File: src/rtl/ad9361_cfg_seq.sv
// Table-driven AD9361 register configuration sequencer: WRITE / WAIT / POLL / END commands.
// Optional build macro CFG_READBACK_EN: every WRITE is verified by reading the register back.
module ad9361_cfg_seq #(
  parameter int TBL_AW    = 8,
  parameter int WAIT_UNIT = 1000,
  parameter int POLL_MAX  = 255
) (
  input  logic              clk,
  input  logic              rst_n,
  input  logic              start,
  output logic              busy,
  output logic              done,
  output logic              err,
  output logic [1:0]        err_code,
  output logic [TBL_AW-1:0] tbl_addr,
  input  logic [19:0]       tbl_data,
  output logic              wr_req,
  input  logic              wr_end,
  output logic [9:0]        wr_addr,
  output logic [7:0]        wr_data,
  output logic              rd_req,
  input  logic              rd_end,
  output logic [9:0]        rd_addr,
  input  logic [7:0]        rd_data
);

`ifdef CFG_READBACK_EN
  localparam bit READBACK = 1'b1;
`else
  localparam bit READBACK = 1'b0;
`endif

  localparam logic [23:0] WAIT_UNIT_W = 24'(WAIT_UNIT);
  localparam logic [8:0]  POLL_MAX_W  = 9'(POLL_MAX);
  localparam logic [1:0]  ERR_POLL    = 2'b01;
  localparam logic [1:0]  ERR_RDBK    = 2'b10;
  localparam logic [1:0]  ERR_OVR     = 2'b11;

  typedef enum logic [3:0] {
    S_IDLE, S_FETCH, S_DECODE, S_WR, S_WR_WAIT, S_DLY,
    S_RD, S_RD_WAIT, S_CHECK, S_DONE, S_ERR
  } state_e;

  typedef enum logic [1:0] {
    OP_WRITE = 2'b00,
    OP_WAIT  = 2'b01,
    OP_POLL  = 2'b10,
    OP_END   = 2'b11
  } op_e;

  state_e              state_q, state_d;
  op_e                 op_q, op_d, tbl_op;
  logic [TBL_AW-1:0]   ptr_q, ptr_d;
  logic [9:0]          addr_q, addr_d;
  logic [7:0]          data_q, data_d;
  logic [7:0]          rd_q, rd_d;
  logic [23:0]         cnt_q, cnt_d;
  logic [7:0]          retry_q, retry_d;
  logic                err_q, err_d;
  logic [1:0]          code_q, code_d;
  logic                advance, fail;
  logic [1:0]          fail_code;

  assign tbl_op = op_e'(tbl_data[19:18]);

  // NOTE: every signal gets its hold value first so no path through the case leaves one unassigned (no latches).
  always_comb begin
    state_d   = state_q;
    op_d      = op_q;
    ptr_d     = ptr_q;
    addr_d    = addr_q;
    data_d    = data_q;
    rd_d      = rd_q;
    cnt_d     = cnt_q;
    retry_d   = retry_q;
    err_d     = err_q;
    code_d    = code_q;
    advance   = 1'b0;
    fail      = 1'b0;
    fail_code = 2'b00;

    case (state_q)
      S_IDLE: begin
        if (start) begin
          state_d = S_FETCH;
          ptr_d   = '0;
          err_d   = 1'b0;
          code_d  = 2'b00;
        end
      end
      S_FETCH: state_d = S_DECODE;
      S_DECODE: begin
        op_d   = tbl_op;
        addr_d = tbl_data[17:8];
        data_d = tbl_data[7:0];
        case (tbl_op)
          OP_WRITE: state_d = S_WR;
          OP_WAIT: begin
            cnt_d   = {16'd0, tbl_data[7:0]} * WAIT_UNIT_W;
            state_d = S_DLY;
          end
          OP_POLL: begin
            retry_d = 8'd0;
            state_d = S_RD;
          end
          OP_END:  state_d = S_DONE;
        endcase
      end
      S_WR: state_d = S_WR_WAIT;
      S_WR_WAIT: begin
        if (wr_end) begin
          if (READBACK) state_d = S_RD;
          else          advance = 1'b1;
        end
      end
      // A zero or one count both leave after a single DLY cycle.
      S_DLY: begin
        if (cnt_q <= 24'd1) advance = 1'b1;
        else                cnt_d   = cnt_q - 24'd1;
      end
      S_RD: state_d = S_RD_WAIT;
      S_RD_WAIT: begin
        if (rd_end) begin
          rd_d    = rd_data;
          state_d = S_CHECK;
        end
      end
      S_CHECK: begin
        if (op_q == OP_WRITE) begin
          if (rd_q == data_q) advance = 1'b1;
          else begin
            fail      = 1'b1;
            fail_code = ERR_RDBK;
          end
        end else if ((rd_q & data_q) == data_q) begin
          advance = 1'b1;
        end else if (({1'b0, retry_q} + 9'd1) == POLL_MAX_W) begin
          fail      = 1'b1;
          fail_code = ERR_POLL;
        end else begin
          retry_d = retry_q + 8'd1;
          state_d = S_RD;
        end
      end
      S_DONE:  state_d = S_IDLE;
      S_ERR:   state_d = S_IDLE;
      default: state_d = S_IDLE;
    endcase

    // The last table entry may only hold END; the pointer never wraps.
    if (advance) begin
      if (&ptr_q) begin
        fail      = 1'b1;
        fail_code = ERR_OVR;
      end else begin
        ptr_d   = ptr_q + TBL_AW'(1);
        state_d = S_FETCH;
      end
    end

    if (fail) begin
      state_d = S_ERR;
      err_d   = 1'b1;
      code_d  = fail_code;
    end
  end

  // NOTE: state registers use non-blocking assignments so every flop samples pre-edge values.
  always_ff @(posedge clk or negedge rst_n) begin
    if (!rst_n) begin
      state_q <= S_IDLE;
      op_q    <= OP_WRITE;
      ptr_q   <= '0;
      addr_q  <= '0;
      data_q  <= '0;
      rd_q    <= '0;
      cnt_q   <= '0;
      retry_q <= '0;
      err_q   <= 1'b0;
      code_q  <= 2'b00;
    end else begin
      state_q <= state_d;
      op_q    <= op_d;
      ptr_q   <= ptr_d;
      addr_q  <= addr_d;
      data_q  <= data_d;
      rd_q    <= rd_d;
      cnt_q   <= cnt_d;
      retry_q <= retry_d;
      err_q   <= err_d;
      code_q  <= code_d;
    end
  end

  assign busy     = !(state_q inside {S_IDLE, S_DONE, S_ERR});
  assign done     = (state_q == S_DONE);
  assign wr_req   = (state_q == S_WR);
  assign rd_req   = (state_q == S_RD);
  assign err      = err_q;
  assign err_code = code_q;
  assign tbl_addr = ptr_q;
  assign wr_addr  = addr_q;
  assign wr_data  = data_q;
  assign rd_addr  = addr_q;

endmodule

File: config.mk
export PLATFORM = sky130hd
export DESIGN_NAME = ad9361_cfg_seq
export DESIGN_NICKNAME = d
export VERILOG_FILES = /design/src/rtl/ad9361_cfg_seq.sv
export SDC_FILE = /design/constraint.sdc
export NUM_CORES = 1
export LEC_CHECK = 0
export BUFFER_PORTS_ARGS = -buffer_cell sky130_fd_sc_hd__buf_4
export CORE_UTILIZATION = 36
export CTS_CLUSTER_DIAMETER = 60
export DETAILED_ROUTE_END_ITERATION = 10
export GPL_ROUTABILITY_DRIVEN = 0
export PLACE_DENSITY = 0.55
export SETUP_SLACK_MARGIN = 0.1
export SLEW_MARGIN = 20
export SYNTH_ARGS = -nofsm -noshare
export SYNTH_HDL_FRONTEND = slang
export SYNTH_SLANG_ARGS = --single-unit
File: constraint.sdc
create_clock -name clk -period 3.6 [get_ports clk]
set_clock_uncertainty 0.2 [all_clocks]
set_input_delay 0.72 -clock clk [delete_from_list [all_inputs] [get_ports clk]]
set_output_delay 0.72 -clock clk [all_outputs]
set_load 0.005 [all_outputs]
After elaboration in Yosys (flattened, before gate mapping)
Cells that the tools add are included.

Magnitude comparators: 1. Div/mod/pow operators: 0. Multiply operators: 1. Bitwise operators: 1. Shifts and indexed selects: 0. Eq/ne operators: 22. Muxes and demuxes: 48. Reduce and logical (&&, ||, !) cells: 15. Add/sub/neg operators: 4.

Operators with widths (count): $mux W8 (8); $mux W24 (2); $pmux W24 S2 (1); $mux W4 (8); $pmux W4 S8 (1); $le A24 B1 Y1 const B (1); $sub A24 B1 Y24 const B (1); $mux W1 (17); $add A8 B1 Y8 const B (2); $eq A4 B3 Y1 const B (4); $eq A8 B8 Y1 (2); $mux W2 (8); $pmux W4 S4 (1); $pmux W8 S2 (1); $mul A8 B7 Y15 const B (1); $eq A4 B4 Y1 const B (3); $ne A2 B2 Y1 const B (6); $add A8 B1 Y9 const B (1); $eq A9 B8 Y1 const B (1); $and A8 B8 Y8 (1); $eq A4 B2 Y1 const B (2); $reduce_and A8 Y1 (1); $reduce_bool A2 Y1 (4); $reduce_and A5 Y1 (1); other kinds (11) (14).

Bits in registers: 75. Output and inout port bits: 43. Memory bits (writable): 0. ROM bits: 0. Bits in latches: 0. Memories kept: 0. Logic and storage cells: 102. Input bits: 33.

Logic depth before layout (Yosys ltp)
Depth after elaboration: 10. Mapped depth: 15. Mapped depth without buffers: 14.

Least setup slack after synthesis
OpenSTA, ideal clock, no wires.

Path kind: input -> register. From: input port tbl_data[1]. To: register cnt_q[16]. Buffers on the path: 0. Data required time: 3.330 ns. Setup slack: -0.987 ns. Cell stages on the path: 13. Arrival time: 4.318 ns. Setup time: 0.070 ns. Cell sequence: fa_1 -> inv_1 -> fa_1 -> fa_1 -> fa_1 -> inv_1 -> ha_1 -> o21ai_0 -> o21bai_1 -> a21oi_1 -> or4b_2 -> a21o_1 -> nand3b_1.

Cells in the longest elaborated chain, start to end: 3.

Ends and longest elaborated chain: start: declaration (line 16) `input logic [19:0] tbl_data,`; $mul A8 B7 Y15 (line 99) `cnt_d = {16'd0, tbl_data[7:0]} * WAIT_UNIT_W;`; $mux W24 (line 96) `case (tbl_op)`; $pmux W24 S2 (line 82) `case (state_q)`; end signal: assignment (line 188) `cnt_q <= cnt_d;`; end: declaration (line 57) `logic [23:0] cnt_q, cnt_d;`.

Every way passes these cells. The select of a mux whose other input is x is not followed. A chain may end at the register's enable or synchronous reset.

Final worst setup path
From: input port tbl_data[1]. To: register cnt_q[17].

Same word-level chain as after synthesis.

==> out/qor.yml <==
worst_setup_path:
  r2r_end: "cnt_q[17]"
  startpoint_type: "primary input"
  r2r-start: "cnt_q[18]"
  critPathKind: "in2reg"
  end_kind: "flop"
  crit_fanout: 4
  r2r_slack_ns: 0.66
  r2r.worst_path.cells: 7
  critPathCapture: "cnt_q[17]"
  worstPathRequired_ns: 3.61
  crit_start: "tbl_data[1]"
  arrival_ns: 4.34
timing:
  period_needed_ns: 4.33
  finalHoldViolCount: 0
  tightest_slew_ns: 0.974
  layout_setup_ws_ns: -0.734
  relSlewSlack: 0.351
  maxSlewViolCount: 0
  max_clock_freq_ghz: 0.231
  setup-violations-final: 9
  period_share: 1.20
  rsz0062_at_grt: "yes"
global_route:
  antenna_found_initial: 0
  grt_max_degree: 76
  grt_pass1_vias: 4690
  grt.total_usage: 0.178
  grt_pass1_wl_um: 22800
  grt_overflow_total: 0
route:
  viasPerCell: 5.17
  drtAntennaViolNets: 0
  drt_first_iter_violations: 194
  drc: 0
  wirelength_um: 13400
  post_drt_wl_per_cell_um: 15.0
  drtPass1Iterations: 4
  vias: 4623
clock_tree:
  cts.root.buffer_cell: "clkbuf_16"
  path_clk_slew_ns: 0.06
  cts_sinks: 75
  cts_tree: "built"
  clockBufferDepth: 2
  clock_insertion_delay_worst_skew_ns: 0.34
  ctsHtreeMaxLevel: 3
  cts_buffers: 9
synth:
  synthCells: 588
  synth-seq-area-share: 0.338
  syn-num-nets: 698
  ys_ff_latch: 75
  yosysWarnings: 0
  ys_async_sr_fraction: 1.00
  syn_area_um2: 5550
  synth_edf_count: 0
  ys_types: 55
  avgSynthCellArea_um2: 9.45
  ys.flop_type: "dfrtp_1"
cells_and_area:
  regArea_um2: 1880
  final_layout_size_suffix_gt1_frac: 0.302
  fillers: 1403
  nNetsFinal: 811
  stdcell_area_um2: 7220
  layout_common_cells: "buf_4 (123), dfrtp_1 (75), ha_1 (51)"
  antenna_cells: 0
  area_growth_pct: 29.9
  multi_input_area_um2: 3550
  final_common_cell: "buf_4"
floorplanning:
  fp.dieArea_um2: 15900
  coreArea_um2: 15100
  rows: 45
  die_h_um: 126
  start_util: 0.367
  io_pins: 76
  die-width_um: 126
place:
  dpl_cell_area_um2: 6630
  dpl.hpwl_um: 10100
  place_ws_ns: -1.08
  portBuffers: 75
run_status:
  status: "complete, but fails checks"
  violations: "setup timing"
hold_path:
  hold_class: "reg2reg"
power_and_ir_drop:
  p_per_area_nw_per_um2: 821
  cellLeakagePower_nw: 3.36
  peakVddDrop_v: 0.000387
flow_run:
  drv_cap: 0
==> metal layers <==
layer	track usage	share of wire	up-vias
li1	-	-	2285
met1	0.228	0.47	2259
met2	0.305	0.49	67
met3	0.0340	0.026	12
met4	0.0503	0.014	0
met5	0	0	-
==> cells in the mapped netlist (9+ instances only) <==
library cell  instances  area [um^2]
a21o_1               11         82.6
a21oi_1              21          105
buf_4                10         75.1
clkbuf_1             19         71.3
dfrtp_1              75         1880
fa_1                 21          420
ha_1                 56          701
inv_1                51          191
mux2_2               21          236
nand2_1              37          139
nand3_1              12         60.1
nor2_1               48          180
nor3_1                9         45.0
nor4_1               14         87.6
o21ai_0              54          270
xnor2_1              13          114
xor2_1               12          105
==> power by group <==
group	switching, mW	internal (mW)	total, mW
clock network	0.370	0.558	0.929
logic	1.61	1.81	3.42
registers	0.370	1.20	1.57
==> worst min-delay path by stage <==
| stage | from | to | slack [ns] | cells past startpoint |
|---|---|---|---|---|
| 4_1_cts | op_q[0] | op_q[0] | 0.31 | 1 |
| 6_report | op_q[0] | op_q[0] | 0.31 | 1 |
| 2_1_floorplan | rst_n | cnt_q[0] | 0.22 | 0 |
| 5_1_grt | op_q[1] | op_q[1] | 0.34 | 1 |
| 3_5_place_dp | op_q[0] | op_q[0] | 0.30 | 1 |
| 3_3_place_gp | err | err | 0.28 | 1 |
==> sequential cells by signal, summed over array words and instances (netlist names) <==
name,cells
wr_data,8
op_q,2
rd_q,8
err_code,2
tbl_addr,8
rd_addr,10
cnt_q,24
state_q,4
retry_q,8
err,1
==> final cells by class <==
| class | instances | area share |
|---|---|---|
| Multi-Input combinational cell | 430 | 0.492 |
| Clock inverter | 5 | 0.00850 |
| Clock buffer | 11 | 0.0336 |
| Sequential cell | 75 | 0.260 |
| Inverter | 51 | 0.0265 |
| Tap cell | 188 | 0.0326 |
| Timing Repair Buffer | 134 | 0.146 |
==> worst max-delay path, cell delays in order <==
cell and delay (ns):
buf_12 0.11, fa_1 0.55, inv_2 0.04, fa_1 0.46, fa_1 0.51, fa_1 0.51
inv_2 0.05, ha_4 0.20, and4_1 0.19, nor3b_1 0.13, nand4b_1 0.27, o41ai_2 0.30
xnor2_1 0.16, o221ai_1 0.13
==> kinds of logic after synthesis <==
logic type,count (synthesis),share of synthesized area
xor gates and xnor gates,25,0.0394
muxes,27,0.0534
AOI/OAI and AO/OA,125,0.138
adders and majority gates,77,0.202
DFF,75,0.338
buffers and inverters,83,0.0635
and+or+nand+nor,176,0.166
==> per-stage QoR <==
| stage | setup TNS (ns) | instances | hold WS (ns) | total power [mW] | util |
|---|---|---|---|---|---|
| finish | -4.94 | 894 | 0.311 | 5.92 | 0.476 |
| global placement | -7.70 | 871 | 0.280 | 4.44 | 0.438 |
| global route | -6.07 | 894 | 0.337 | 6.42 | 0.476 |
| detailed placement | -8.51 | 871 | 0.303 | 4.52 | 0.438 |
| CTS | -5.00 | 893 | 0.315 | 5.88 | 0.471 |
| floorplan | -4.27 | 588 | 0.224 | 3.47 | - |
==> what timing repair did <==
action / in CTS / in global routing
setup endpoints to repair: 10 / 10
hold buffers: 0 / 0
setup buffers: 6 / 3
pin swaps: 32 / 23
resized for setup: 31 / 18
Note: power is estimated with default switching activity, not from simulation.
